==> config.mk <==
export PLATFORM = sky130hd
export DESIGN_NAME = zmc2_fetch_seq
export DESIGN_NICKNAME = d
export VERILOG_FILES = /design/src/rtl/zmc2_fetch_seq.sv
export SDC_FILE = /design/constraint.sdc
export NUM_CORES = 1
export LEC_CHECK = 0
export BUFFER_PORTS_ARGS = -buffer_cell sky130_fd_sc_hd__clkbuf_2
export CORE_AREA = 2 2 128 99
export CTS_CLUSTER_SIZE = 16
export DETAILED_ROUTE_END_ITERATION = 6
export DIE_AREA = 0 0 130 101
export GPL_TIMING_DRIVEN = 0
export PLACE_DENSITY = 0.91
export SYNTH_ARGS = -nofsm -noshare
export SYNTH_HDL_FRONTEND = slang
export SYNTH_SLANG_ARGS = --single-unit
==> constraint.sdc <==
create_clock -name CLK -period 7.69 [get_ports CLK]
set_input_delay 2.307 -clock CLK [delete_from_list [all_inputs] [get_ports CLK]]
set_output_delay 2.307 -clock CLK [all_outputs]
set_load 0.005 [all_outputs]
==> src/rtl/zmc2_fetch_seq.sv <==
`default_nettype none
// ============================================================================
// Module   : zmc2_fetch_seq
// Purpose  : Fetch controller and load sequencer for the ZMC2 dot shifter.
//            A sprite-line tile request is held in a one-entry slot. Two
//            32-bit C-ROM words are fetched per 16-pixel tile, in display
//            order, over a REQ/ACK handshake. The words are buffered in a
//            small FIFO. A 4-phase sequencer on the pixel-clock enable
//            presents one word per 4 enables on CR with a LOAD strobe.
//
// Ports    : CLK, nRESET        clock, asynchronous active-low reset
//            CLK_EN_12M_N       pixel-clock enable for the sequencer
//            LINE_START         one-CLK flush pulse for a new line
//            TILE_*             tile request handshake and attributes
//            ROM_*              C-ROM word read handshake
//            CR/LOAD/H/EVEN     shifter word, load strobe, direction, parity
//            BUSY               any tile, fetch or buffered word outstanding
//            UNDERRUN           sticky starvation flag, cleared by LINE_START
//
// Config   : ZMC2_FETCH_DEEP_FIFO_EN defined -> 4-entry word FIFO, so a whole
//            tile can be fetched ahead. Undefined -> 2-entry FIFO.
//
// Revision : 1.0  initial release
// ============================================================================
module zmc2_fetch_seq #(
  parameter int ADDR_W = 20,
`ifdef ZMC2_FETCH_DEEP_FIFO_EN
  parameter int FIFO_DEPTH = 4
`else
  parameter int FIFO_DEPTH = 2
`endif
) (
  input  logic              CLK,
  input  logic              nRESET,
  input  logic              CLK_EN_12M_N,
  input  logic              LINE_START,
  input  logic              TILE_VALID,
  output logic              TILE_READY,
  input  logic [ADDR_W-1:0] TILE_ADDR,
  input  logic              TILE_HFLIP,
  input  logic              TILE_XODD,
  output logic              ROM_REQ,
  output logic [ADDR_W-1:0] ROM_ADDR,
  input  logic              ROM_ACK,
  input  logic [31:0]       ROM_DATA,
  output logic [31:0]       CR,
  output logic              LOAD,
  output logic              H,
  output logic              EVEN,
  output logic              BUSY,
  output logic              UNDERRUN
);

  localparam int PTR_W = (FIFO_DEPTH > 1) ? $clog2(FIFO_DEPTH) : 1;
  localparam int CNT_W = $clog2(FIFO_DEPTH + 1);
  localparam logic [CNT_W-1:0] CNT_FULL = CNT_W'(FIFO_DEPTH);
  localparam logic [CNT_W-1:0] CNT_ONE  = CNT_W'(1);

  typedef enum logic [2:0] {
    F_IDLE  = 3'd0,
    F_W0    = 3'd1,
    F_W1W   = 3'd2,
    F_W1    = 3'd3,
    F_DRAIN = 3'd4
  } fetch_t;

  typedef enum logic {
    S_STOP = 1'b0,
    S_RUN  = 1'b1
  } seq_t;

  // --------------------------------------------------------------------------
  // Tile slot
  // --------------------------------------------------------------------------
  logic              slot_full;
  logic [ADDR_W-1:0] slot_addr;
  logic              slot_hflip;
  logic              slot_xodd;
  logic              slot_free;

  assign TILE_READY = ~slot_full & ~LINE_START;

  always_ff @(posedge CLK or negedge nRESET) begin
    if (!nRESET) begin
      slot_full  <= 1'b0;
      slot_addr  <= '0;
      slot_hflip <= 1'b0;
      slot_xodd  <= 1'b0;
    end else if (LINE_START) begin
      slot_full <= 1'b0;
    end else if (slot_free) begin
      slot_full <= 1'b0;
    end else if (TILE_VALID && TILE_READY) begin
      slot_full  <= 1'b1;
      slot_addr  <= TILE_ADDR;
      slot_hflip <= TILE_HFLIP;
      slot_xodd  <= TILE_XODD;
    end
  end

  // Display order: a flipped tile shows its right-hand word first.
  logic [ADDR_W-1:0] addr_left;
  logic [ADDR_W-1:0] addr_right;
  logic [ADDR_W-1:0] first_addr;
  logic [ADDR_W-1:0] second_addr;

  assign addr_left   = slot_addr;
  assign addr_right  = slot_addr + ADDR_W'(1);
  assign first_addr  = slot_hflip ? addr_right : addr_left;
  assign second_addr = slot_hflip ? addr_left  : addr_right;

  // --------------------------------------------------------------------------
  // Word FIFO: {data, hflip, xodd}
  // --------------------------------------------------------------------------
  logic [33:0]      fifo_mem [FIFO_DEPTH];
  logic [PTR_W-1:0] rd_ptr;
  logic [PTR_W-1:0] wr_ptr;
  logic [CNT_W-1:0] fifo_cnt;
  logic             push;
  logic             pop;
  logic             fifo_empty;
  logic             fifo_room;
  logic [CNT_W-1:0] cnt_after_push;
  logic [33:0]      head;

  assign fifo_empty     = (fifo_cnt == '0);
  assign fifo_room      = (fifo_cnt != CNT_FULL);
  assign cnt_after_push = fifo_cnt + CNT_ONE - (pop ? CNT_ONE : '0);
  assign head           = fifo_mem[rd_ptr];

  function automatic logic [PTR_W-1:0] ptr_inc(input logic [PTR_W-1:0] p);
    return (p == PTR_W'(FIFO_DEPTH - 1)) ? '0 : p + PTR_W'(1);
  endfunction

  always_ff @(posedge CLK or negedge nRESET) begin
    if (!nRESET) begin
      rd_ptr   <= '0;
      wr_ptr   <= '0;
      fifo_cnt <= '0;
      for (int i = 0; i < FIFO_DEPTH; i++) fifo_mem[i] <= '0;
    end else if (LINE_START) begin
      rd_ptr   <= '0;
      wr_ptr   <= '0;
      fifo_cnt <= '0;
    end else begin
      if (push) begin
        fifo_mem[wr_ptr] <= {ROM_DATA, slot_hflip, slot_xodd};
        wr_ptr           <= ptr_inc(wr_ptr);
      end
      if (pop) rd_ptr <= ptr_inc(rd_ptr);
      fifo_cnt <= fifo_cnt + (push ? CNT_ONE : '0) - (pop ? CNT_ONE : '0);
    end
  end

  // --------------------------------------------------------------------------
  // Fetcher FSM
  // --------------------------------------------------------------------------
  fetch_t            fetch_q;
  fetch_t            fetch_nxt;
  logic [ADDR_W-1:0] rom_addr_q;
  logic [ADDR_W-1:0] rom_addr_nxt;

  assign ROM_REQ  = (fetch_q == F_W0) || (fetch_q == F_W1) || (fetch_q == F_DRAIN);
  assign ROM_ADDR = rom_addr_q;

  always_ff @(posedge CLK or negedge nRESET) begin
    if (!nRESET) begin
      fetch_q    <= F_IDLE;
      rom_addr_q <= '0;
    end else begin
      fetch_q    <= fetch_nxt;
      rom_addr_q <= rom_addr_nxt;
    end
  end

  always_comb begin
    fetch_nxt    = fetch_q;
    rom_addr_nxt = rom_addr_q;
    push         = 1'b0;
    slot_free    = 1'b0;
    unique case (fetch_q)
      F_IDLE: begin
        if (!LINE_START && slot_full && fifo_room) begin
          fetch_nxt    = F_W0;
          rom_addr_nxt = first_addr;
        end
      end
      F_W0: begin
        if (LINE_START) begin
          // A request in flight must still be completed by the arbiter.
          fetch_nxt = ROM_ACK ? F_IDLE : F_DRAIN;
        end else if (ROM_ACK) begin
          push = 1'b1;
          if (cnt_after_push == CNT_FULL) begin
            fetch_nxt = F_W1W;
          end else begin
            fetch_nxt    = F_W1;
            rom_addr_nxt = second_addr;
          end
        end
      end
      F_W1W: begin
        if (LINE_START) begin
          fetch_nxt = F_IDLE;
        end else if (fifo_room) begin
          fetch_nxt    = F_W1;
          rom_addr_nxt = second_addr;
        end
      end
      F_W1: begin
        if (LINE_START) begin
          fetch_nxt = ROM_ACK ? F_IDLE : F_DRAIN;
        end else if (ROM_ACK) begin
          push      = 1'b1;
          slot_free = 1'b1;
          fetch_nxt = F_IDLE;
        end
      end
      F_DRAIN: begin
        if (ROM_ACK) fetch_nxt = F_IDLE;
      end
      default: fetch_nxt = F_IDLE;
    endcase
  end

  // --------------------------------------------------------------------------
  // Load sequencer
  // --------------------------------------------------------------------------
  seq_t        seq_q;
  seq_t        seq_nxt;
  logic [1:0]  phase_q;
  logic [1:0]  phase_nxt;
  logic [31:0] cr_q;
  logic [31:0] cr_nxt;
  logic        load_q;
  logic        load_nxt;
  logic        h_q;
  logic        h_nxt;
  logic        even_q;
  logic        even_nxt;
  logic        underrun_q;
  logic        underrun_nxt;
  logic        supply_pending;

  // A word is still on its way: starving now is an underrun, not end of line.
  assign supply_pending = slot_full || (fetch_q != F_IDLE);

  always_ff @(posedge CLK or negedge nRESET) begin
    if (!nRESET) begin
      seq_q      <= S_STOP;
      phase_q    <= 2'd0;
      cr_q       <= '0;
      load_q     <= 1'b0;
      h_q        <= 1'b1;
      even_q     <= 1'b0;
      underrun_q <= 1'b0;
    end else begin
      seq_q      <= seq_nxt;
      phase_q    <= phase_nxt;
      cr_q       <= cr_nxt;
      load_q     <= load_nxt;
      h_q        <= h_nxt;
      even_q     <= even_nxt;
      underrun_q <= underrun_nxt;
    end
  end

  always_comb begin
    seq_nxt      = seq_q;
    phase_nxt    = phase_q;
    cr_nxt       = cr_q;
    load_nxt     = load_q;
    h_nxt        = h_q;
    even_nxt     = even_q;
    underrun_nxt = underrun_q;
    pop          = 1'b0;
    if (LINE_START) begin
      seq_nxt      = S_STOP;
      phase_nxt    = 2'd0;
      load_nxt     = 1'b0;
      cr_nxt       = '0;
      underrun_nxt = 1'b0;
    end else if (CLK_EN_12M_N) begin
      unique case (seq_q)
        S_STOP: begin
          if (!fifo_empty) begin
            pop       = 1'b1;
            cr_nxt    = head[33:2];
            h_nxt     = ~head[1];
            even_nxt  = head[0];
            load_nxt  = 1'b1;
            phase_nxt = 2'd1;
            seq_nxt   = S_RUN;
          end
        end
        S_RUN: begin
          if (phase_q != 2'd0) begin
            load_nxt  = 1'b0;
            phase_nxt = phase_q + 2'd1;
          end else if (!fifo_empty) begin
            pop       = 1'b1;
            cr_nxt    = head[33:2];
            h_nxt     = ~head[1];
            even_nxt  = head[0];
            load_nxt  = 1'b1;
            phase_nxt = 2'd1;
          end else if (supply_pending) begin
            // Load a transparent word to keep the shifter cadence intact.
            underrun_nxt = 1'b1;
            cr_nxt       = '0;
            load_nxt     = 1'b1;
            phase_nxt    = 2'd1;
          end else begin
            load_nxt = 1'b0;
            seq_nxt  = S_STOP;
          end
        end
        default: seq_nxt = S_STOP;
      endcase
    end
  end

  assign CR       = cr_q;
  assign LOAD     = load_q;
  assign H        = h_q;
  assign EVEN     = even_q;
  assign UNDERRUN = underrun_q;
  assign BUSY     = slot_full || (fetch_q != F_IDLE) || !fifo_empty || (seq_q == S_RUN);

endmodule
`default_nettype wire

==> flow_summary.yaml, run 1 <==
run_status:
  outcome: "finished clean"
layout:
  drive_above_1_share_pct: 34.25
  nets: 776
  synthToLayoutAreaGrowth_pct: 20.90
  diodes: 0
grt:
  gr-total-overflow: 0
  grt_usage_pct: 26.33
  grt_pass1_wl_um: 26400
  grt_max_degree: 84
  grt_antenna_before_repair: 0
  grt_pass1_vias: 5331
setup_path:
  worst_setup_path_start_kind: "primary input"
  cpMostUsedCell: "clkbuf_2"
  path_buf_inv: 2
  worstRegToRegCells: 11
  path_max_fanout: 5
  crit_type: "primary input to primary output"
  slowest_stage: "nor2_1"
  r2r-end: "ROM_ADDR[1]$_DFFE_PN0P_"
  critical-path-top-delay-family: "buffers and inverters"
  slowest_delay_ns: 0.15
  r2r-start: "phase_q[0]$_DFFE_PN0P_"
  arrival_ns: 2.72
  setup.worst_path.end_class: "primary output"
  required_ns: 5.38
  rrSetupSlack_ns: 4.49
  crit_chain: "clkbuf_2 -> nor2_1 -> clkbuf_2"
logic_synthesis:
  ys_types: 50
  async_reset_ff_share_pct: 100.0
  ys_seq_area_share_pct: 55.81
  synth_edf_count: 0
  synth.most_common_cell: "dfrtp_1"
  netlist_area_sq_mm: 0.007042
  synth_top_area_share_pct: 55.44
  syn_avg_cell_area_sq_um: 12.29
  ys_ff_latch: 157
  synth.area.top_cells: "dfrtp_1 (55%), mux2_2 (13%), mux2i_1 (5.0%), nand3b_1 (3.4%), o31ai_1 (3.4%)"
  synth_common_cells: "dfrtp_1 (156), mux2_2 (79), nand2_1 (38)"
  synth_cells: 573
  synth_ff_type: "dfrtp_1"
  synthesis.nets: 638
  yosys_warnings: 0
  synth_area_leader_cell: "dfrtp_1"
pwr:
  power.switching_uw: 924.3
  p_leak_nw: 3.893
  p_clk_share_pct: 30.3
  seqPwrFrac_pct: 43.6
  p_per_area_mw_per_mm2: 349.5
  power.internal_mw: 2.051
  switching_share_pct: 31.06
  comb_power_share_pct: 26.0
  max-vdd-ir-drop_uv: 210.5
  total_power_mw: 2.975
timing:
  slew_violations: 0
  hold_viol_final: 0
  min_period_over_period_pct: 65.40
  rsz0062_at_grt: "no"
  skew_ns: 0.01524
  setup_tns_ns: 0
  relSlewSlack_pct: 39.46
  worstMarginPinSlew_ns: 0.9041
  fin_crit_ns: 5.029
  setup_viol: 0
  worst_slack_ns: 2.661
  fmax_mhz: 198.8
route:
  via_per_inst: 5.756
  drc: 0
  wl_per_cell_um: 18.15
  drt_wl_total_um: 16160
  vias: 5123
  firstDrtPassIters: 5
  drt-initial-drc-count: 494
  ant_nets: 0
worst_hold_path:
  hold_path_class: "flip-flop to flip-flop"
  hp-start: "ROM_ADDR[10]$_DFFE_PN0P_"
  min_delay_path_depth: 2
  hold_end: "ROM_ADDR[10]$_DFFE_PN0P_"
clock_network:
  cts_tree: "yes"
  cts.repair.resized: 0
  cts_setup_buffers: 0
  cts_sinks: 157
  clk_latency_ns: 0.43
  cts_hold_buf: 0
  path_clk_slew_ns: 0.06
  cts_max_level: 4
  cts_buffers: 17
  cts_buffer_depth: 2
  cts-root-buf: "clkbuf_16"
job:
  maxCapViolations: 0
placed_design:
  preCtsSetupSlack_ns: 2.604
  portBuffers: 118
  dp_hpwl_um: 11190
  gp_congestion: 0.8571
floorplan:
  die_h_um: 101
  die_x_um: 130
  fp.dieArea_sq_mm: 0.01313
  ioPinCount: 119
  rows: 35
  core_sq_mm: 0.01196
  initial_utilization_pct: 58.90
==> power groups by stage <==
stage / Clock, mW / Combinational (mW) / Sequential [mW]
after detailed placement: 0 / 0.765 / 1.31
after global placement: 0 / 0.714 / 1.28
after CTS: 0.911 / 0.778 / 1.30
after floorplan: 0 / 0.521 / 1.26
after global routing: 0.948 / 0.852 / 1.33
final: 0.903 / 0.774 / 1.30
==> worst max-delay path by stage <==
stage / cells after the start / slack [ns] / from / end
after floorplan: 1 / 2.94 / LINE_START / TILE_READY
after global placement: 1 / 1.84 / nRESET / CR[30]$_DFFE_PN0P_
after detailed placement: 10 / 2.60 / LINE_START / ROM_ADDR[1]$_DFFE_PN0P_
after CTS: 3 / 2.66 / LINE_START / TILE_READY
after global routing: 3 / 2.59 / LINE_START / TILE_READY
final: 3 / 2.66 / LINE_START / TILE_READY
==> cell usage in the layout, fill, tap and decap left out, types with 2 or more instances in the layout <==
cell type    n
clkinv_4     4
and3_1       3
mux2_1       8
a211oi_1     8
ha_1         5
a31oi_1      2
a21oi_1     13
mux2_2      79
nor2b_1      3
nor2_1      15
and4_1       2
clkbuf_16   17
mux2i_1     35
clkbuf_2   117
o21ai_0     12
inv_6        4
and2_1       2
a21boi_1     2
o31ai_1     32
nor3_1       3
nand3_1      6
xnor2_1     23
nand2_1     38
nand3b_1    32
clkbuf_1    24
a21o_1       2
clkinv_2     2
o21ai_1     18
bufinv_16    4
dfrtp_1    156
buf_1        2
inv_1       11
xor2_1       3
buf_2       12
==> worst min-delay path: cells and delay by family, from the launching register on <==
family	cells	cell delay, ns
AND/OR/NAND/NOR	1	0.05
AO/OA/AOI/OAI	1	0.06
flip-flops	1	0.35
==> stage by stage <==
step                      hold WS (ns)  utilization, %  instances  area [sq um]
final                           0.4920           71.21        890          8513
after global placement          0.4716           65.58        857          7840
after CTS                       0.4901           71.21        890          8513
after detailed placement        0.4759           65.88        858          7876
after global routing            0.5162           71.21        890          8513
after floorplan                 0.4640               -        573          7042
==> state kept, by name, indices dropped and copies added (netlist names) <==
register,count
LOAD,1
EVEN,1
fifo_mem,68
slot_xodd,1
CR,32
wr_ptr,1
UNDERRUN,1
H,1
fifo_cnt,2
addr_left,20
rd_ptr,1
ROM_ADDR,20
slot_full,1
fetch_q,3
seq_q,1
slot_hflip,1
phase_q,2
==> metal layers <==
layer / up-vias / global-route usage, % / wire length [um]
met5: - / 0 / 0
met4: 0 / 10.67 / 291
met2: 168 / 43.37 / 8240
met3: 28 / 5.732 / 732
met1: 2592 / 34.24 / 6890
li1: 2335 / - / -
==> cells by family (layout without fill, tap and decap cells) <==
logic type      count (synthesis)  count (layout)  synth area share [%]
xor+xnor                       26              26                 3.234
flops                         157             157                 55.81
compound gates                 99              99                 9.453
buf+inv                        50             201                 2.879
mux                           122             122                 18.89
fa+ha+maj                       5               5                0.8884
simple gates                  114             114                 8.849
==> layout make-up <==
type | instances | area, sq um
well taps | 166 | 207.7
inverters | 12 | 45.04
clock inverters | 15 | 211.5
flip-flops and latches | 157 | 3930
clock buffers | 17 | 425.4
fillers | 817 | 3442
multi-input cells | 366 | 2909
plain buffers | 38 | 157.7
repair buffers | 119 | 626.9
No activity file was read; power rests on OpenSTA's default activity.
==> inputs of run 2 (changes only) <==
CORE_AREA = 2 2 133 103   (was 2 2 128 99)
DIE_AREA = 0 0 135 105   (was 0 0 130 101)
PLACE_DENSITY = 0.85   (was 0.91)
clock period = 4.9 ns   (was 7.69 ns; I/O delays follow)
==> run 2 against run 1 <==
Global-route usage shrank 2.7 points. Clock skew decreased by 0.0092 ns. Sequential cell count did not move. Critical path depth rose by 7. Clock-buffer cell count up 3. Final area shrank 0.37%. Sequential share of layout area is 0.17 points higher. Power grew 54%. Sequential power up 56%. Non-clock buffer count unchanged. Critical endpoint is now ROM_ADDR[1]$_DFFE_PN0P_.
==> flow_summary.yaml, run 2 (synthesis gave the netlist of run 1 again) <==
route:
  vias: 5021
  ant_nets: 0
  drt-initial-drc-count: 423
  drc: 0
  via_per_inst: 5.635
  drt_wl_total_um: 15820
  firstDrtPassIters: 5
  wl_per_cell_um: 17.76
clock_network:
  clk_latency_ns: 0.42
  cts_buffers: 17
  cts_tree: "yes"
  cts_buffer_depth: 2
  cts_hold_buf: 0
  cts-root-buf: "clkbuf_16"
  cts_max_level: 4
  cts.repair.resized: 0
  path_clk_slew_ns: 0.06
  cts_setup_buffers: 0
  cts_sinks: 157
floorplan:
  core_sq_mm: 0.01279
  die_x_um: 135
  fp.dieArea_sq_mm: 0.01418
  die_h_um: 105
  rows: 36
  initial_utilization_pct: 55.05
  ioPinCount: 119
layout:
  synthToLayoutAreaGrowth_pct: 20.45
  final_common_cell: "dfrtp_1"
  diodes: 0
  drive_above_1_share_pct: 33.75
  largest_register_ffs: 68
  final_cell_mix: "dfrtp_1 (156), clkbuf_2 (117), mux2_2 (79), nand2_1 (38), mux2i_1 (35)"
  top_register: "fifo_mem"
  fin_util_pct: 66.30
  final_area_sq_mm: 0.008482
  nets: 776
  fillers: 955
worst_hold_path:
  hp-start: "ROM_ADDR[17]$_DFFE_PN0P_"
  min_delay_path_depth: 2
  hold_path_class: "flip-flop to flip-flop"
  hold_end: "ROM_ADDR[17]$_DFFE_PN0P_"
timing:
  rsz0062_at_grt: "no"
  skew_ns: 0.006050
  worstMarginPinSlew_ns: 0.9307
  setup_viol: 0
  fin_crit_ns: 3.766
  relSlewSlack_pct: 37.68
  slew_violations: 0
  min_period_over_period_pct: 76.86
  hold_viol_final: 0
  fmax_mhz: 265.5
job:
  maxCapViolations: 0
setup_path:
  r2r-start: "phase_q[0]$_DFFE_PN0P_"
  worst_setup_path_start_kind: "primary input"
  setup.worst_path.end_class: "flip-flop"
  path_max_fanout: 10
  required_ns: 5.18
  arrival_ns: 4.05
  worstRegToRegCells: 11
  critPathLaunch: "LINE_START"
  r2r-end: "ROM_ADDR[1]$_DFFE_PN0P_"
  crit_type: "primary input to flip-flop"
  rrSetupSlack_ns: 1.76
grt:
  grt_max_degree: 107
  grt_antenna_before_repair: 0
  grt_pass1_vias: 5245
  grt_usage_pct: 23.61
  grt_pass1_wl_um: 26110
  gr-total-overflow: 0
placed_design:
  gp_congestion: 0.8745
  portBuffers: 118
  dp_hpwl_um: 11070
  placed_area_sq_mm: 0.007883
pwr:
  p_leak_nw: 3.872
  max-vdd-ir-drop_uv: 302.8
  p_per_area_mw_per_mm2: 539.9
run_status:
  outcome: "finished clean"
==> run 2: changes by cell type in the layout (fill, tap and decap cells not counted) <==
| cell | delta |
|---|---|
| clkinv_4 | -4 |
| inv_6 | -4 |
| clkbuf_8 | +2 |
| clkbuf_1 | +1 |
| clkinv_2 | +1 |
| clkinvlp_4 | +1 |
| inv_8 | -1 |
==> run 2: power by group <==
group	internal, mW	total [mW]	switching, mW
clock	0.865	1.35	0.489
sequential	1.75	2.03	0.280
combinational	0.601	1.19	0.591
==> run 2: area by class of cell <==
cell class,instances,area [sq um],area share [%]
Tap cell,171,214.0,2.522
Inverter,12,45.04,0.5311
Buffer,38,157.7,1.859
Multi-Input combinational cell,366,2909,34.30
Timing Repair Buffer,119,626.9,7.390
Clock buffer,20,456.7,5.384
Sequential cell,157,3930,46.33
Clock inverter,8,142.6,1.682
==> run 2: worst max-delay path, cell delays in order <==
cell and delay [ns]:
clkbuf_2 0.12, clkbuf_1 0.27, nor3_1 0.56, inv_1 0.10
ha_1 0.21, xnor2_1 0.13, o211a_1 0.21, o22ai_1 0.39
clkbuf_1 0.43, o21ai_0 0.16
==> run 2: per-stage QoR <==
stage          setup slack, ns  power, mW  setup TNS, ns  hold slack, ns  std cells
2_1_floorplan            1.472      2.794              0          0.4640        573
3_3_place_gp           -0.1363      3.131         -19.75          0.4713        862
3_5_place_dp            0.6963      3.237              0          0.4810        863
4_1_cts                  1.117      4.605              0          0.4943        891
5_1_grt                 0.9132      4.827              0          0.5105        891
6_report                 1.134      4.580              0          0.4905        891
==> run 2: per-layer routing <==
metal	wire length [um]	up-vias	track usage (%)
met4	306	0	10.42
met1	7060	2532	31.63
li1	-	2334	-
met5	0	-	0
met3	697	25	4.415
met2	7756	130	37.71
==> run 2: worst max path at each step <==
stage,end,slack (ns),cells after the start
5_1_grt,ROM_ADDR[9]$_DFFE_PN0P_,0.91,10
2_1_floorplan,fetch_q[0]$_DFFE_PN0P_,1.47,9
3_3_place_gp,CR[29]$_DFFE_PN0P_,-0.14,1
6_report,ROM_ADDR[1]$_DFFE_PN0P_,1.13,10
4_1_cts,ROM_ADDR[1]$_DFFE_PN0P_,1.12,10
3_5_place_dp,ROM_ADDR[1]$_DFFE_PN0P_,0.70,10
==> inputs of run 3 (changes only) <==
ABC_AREA = 1   (was default)
CORE_AREA = 2 2 135 104   (was 2 2 133 103)
DIE_AREA = 0 0 137 106   (was 0 0 135 105)
clock period = 3.7 ns   (was 4.9 ns; I/O delays follow)
==> run 3 against run 2 <==
Synthesized area is 2.7% higher. Synthesized cell count up 50%. Global-route usage grew 2.7 points. Worst setup slack worse by 0.33 ns. Register-to-register slack got worse by 0.62 ns. Non-clock buffer count up 3. Via count up 25%. Sequential share of layout area fell by 1.1 points. Final area rose by 2.4%. Wire length up 11%. Highest routed layer unchanged. Largest power group unchanged. Clock-buffer cell count is 2 lower.
==> flow_summary.yaml, run 3 <==
route:
  ant_nets: 0
  drt-initial-drc-count: 526
  drt_wl_total_um: 17620
  via_per_inst: 5.264
  vias: 6254
  drc: 0
  wl_per_cell_um: 14.83
  firstDrtPassIters: 7
logic_synthesis:
  synth_top_area_share_pct: 53.98
  synth.area.top_cells: "dfrtp_1 (54%), nand2_1 (13%), o21ai_0 (6.2%), mux2_2 (5.0%), inv_1 (4.3%)"
  ys_seq_area_share_pct: 54.34
  synth.most_common_cell: "nand2_1"
  ys_ff_latch: 157
  synth_area_leader_cell: "dfrtp_1"
  netlist_area_sq_mm: 0.007232
  synth_edf_count: 0
  yosys_warnings: 0
  synthesis.nets: 927
  syn_avg_cell_area_sq_um: 8.390
  async_reset_ff_share_pct: 100.0
  synth_common_cells: "nand2_1 (258), dfrtp_1 (156), o21ai_0 (90)"
  synth_ff_type: "dfrtp_1"
  ys_types: 26
  synth_cells: 862
timing:
  rsz0062_at_grt: "no"
  relSlewSlack_pct: 55.27
  worstMarginPinSlew_ns: 0.6709
  fin_crit_ns: 2.898
  slew_violations: 0
  setup_viol: 0
  fmax_mhz: 345.0
  setup_tns_ns: 0
  skew_ns: 0.01299
  min_period_over_period_pct: 78.33
  hold_viol_final: 0
  whs_ns: 0.4792
layout:
  fin_util_pct: 65.17
  diodes: 0
  final_cell_mix: "nand2_1 (258), dfrtp_1 (156), clkbuf_2 (117), o21ai_0 (90), inv_1 (83)"
  nets: 1065
  synthToLayoutAreaGrowth_pct: 20.14
  top_register: "fifo_mem"
  drive_above_1_share_pct: 21.92
  largest_register_ffs: 68
  final_common_cell: "nand2_1"
pwr:
  p_leak_nw: 4.529
  power.switching_mw: 2.507
  total_power_mw: 6.841
  comb_power_share_pct: 33.1
  switching_share_pct: 36.65
  power.internal_mw: 4.334
  seqPwrFrac_pct: 40.5
  p_per_area_mw_per_mm2: 787.4
  max-vdd-ir-drop_uv: 401.4
  p_clk_share_pct: 26.3
setup_path:
  crit_type: "primary input to primary output"
  required_ns: 2.59
  critPathLaunch: "LINE_START"
  worstRegToRegCells: 16
  r2r-start: "fifo_cnt[1]$_DFF_PN0_"
  worst_setup_path_start_kind: "primary input"
  rrSetupSlack_ns: 1.14
  r2r-end: "ROM_ADDR[4]$_DFFE_PN0P_"
  path_max_fanout: 10
  arrival_ns: 1.79
  setup.worst_path.end_class: "primary output"
  cp-endpoint: "TILE_READY"
worst_hold_path:
  hp-start: "fifo_mem[34]$_DFFE_PN0P_"
  hold_path_class: "flip-flop to flip-flop"
grt:
  grt_pass1_vias: 6118
  grt_max_degree: 88
  grt_usage_pct: 26.31
  met2_usage_pct: 39.16
  grtUsageMet3_pct: 5.341
  grt_antenna_before_repair: 0
  use_met1_pct: 38.76
  busiest_layer: "met2"
  grt_pass1_wl_um: 29750
  gr-total-overflow: 0
floorplan:
  die_x_um: 137
  ioPinCount: 119
  core_sq_mm: 0.01333
  initial_utilization_pct: 54.24
  rows: 37
  die_h_um: 106
  fp.dieArea_sq_mm: 0.01452
placed_design:
  gp_congestion: 0.9298
  portBuffers: 118
  dp_hpwl_um: 12340
clock_network:
  cts.repair.resized: 0
  clk_latency_ns: 0.43
  cts-root-buf: "clkbuf_16"
  cts_buffers: 17
  cts_tree: "yes"
  cts_sinks: 157
  cts_buffer_depth: 2
  cts_max_level: 4
  cts_setup_buffers: 0
  path_clk_slew_ns: 0.06
  cts_hold_buf: 0
job:
  maxCapViolations: 0
run_status:
  outcome: "finished clean"
## run 3: cell count changes in the layout (fill, tap and decap cells not counted), moves of 47 or more
cell	change
o21ai_0	+78
inv_1	+72
mux2_2	-47
nor2_1	+50
nand2_1	+220
nand3_1	+53
## run 3: how the worst min path moves through the flow
stage	slack, ns	to	cells after the start
floorplan	0.45	fifo_mem[10]$_DFFE_PN0P_	2
global placement	0.46	fifo_mem[36]$_DFFE_PN0P_	2
detailed placement	0.47	fifo_mem[34]$_DFFE_PN0P_	2
CTS	0.48	fifo_mem[34]$_DFFE_PN0P_	2
global route	0.49	fifo_mem[11]$_DFFE_PN0P_	2
finish	0.48	fifo_mem[34]$_DFFE_PN0P_	2
## run 3: logic make-up after synthesis
group | count (synthesis) | share of synthesized area (%)
and+or+nand+nor | 388 | 21.49
muxes | 32 | 4.983
AOI/OAI and AO/OA | 151 | 10.85
adders and majority gates | 5 | 0.8651
buffers and inverters | 127 | 7.232
DFF | 157 | 54.34
xor gates and xnor gates | 2 | 0.2423
## run 3: final cells by class
class / instances / area (sq um)
buffer: 41 / 200.2
tap: 175 / 219.0
multi-input combinational: 578 / 2779
inverter: 86 / 322.8
fill: 1117 / 4644
clock buffer: 18 / 439.2
sequential: 157 / 3930
timing repair buffer: 119 / 626.9
clock inverter: 14 / 171.4
## run 3: layer usage
layer / vias to the layer above / part of all wire, % / wire [um]
met5: - / 0 / 0
met4: 0 / 1.9 / 340
met3: 26 / 6.9 / 1213
met2: 222 / 45 / 7999
met1: 2966 / 46 / 8069
li1: 3040 / - / -
## run 3: critical path: stages
cell and delay [ns]:
clkbuf_2 0.11, buf_2 0.19, nor2_1 0.22, clkbuf_2 0.15
## run 3: per-stage QoR
step | area, sq um | cells | setup WS (ns)
2_1_floorplan | 7232 | 862 | 1.159
5_1_grt | 8688 | 1188 | 0.7761
6_report | 8688 | 1188 | 0.8017
3_5_place_dp | 8078 | 1156 | 0.7237
3_3_place_gp | 8041 | 1155 | -1.181
4_1_cts | 8688 | 1188 | 0.7939
## run 3: power by group through the flow
stage          sequential [mW]  combinational (mW)  clock (mW)
2_1_floorplan             2.72                1.46           0
4_1_cts                   2.76                2.28        1.82
5_1_grt                   2.85                2.60        1.91
6_report                  2.77                2.27        1.80
3_3_place_gp              2.75                2.17           0
3_5_place_dp              2.78                2.25           0
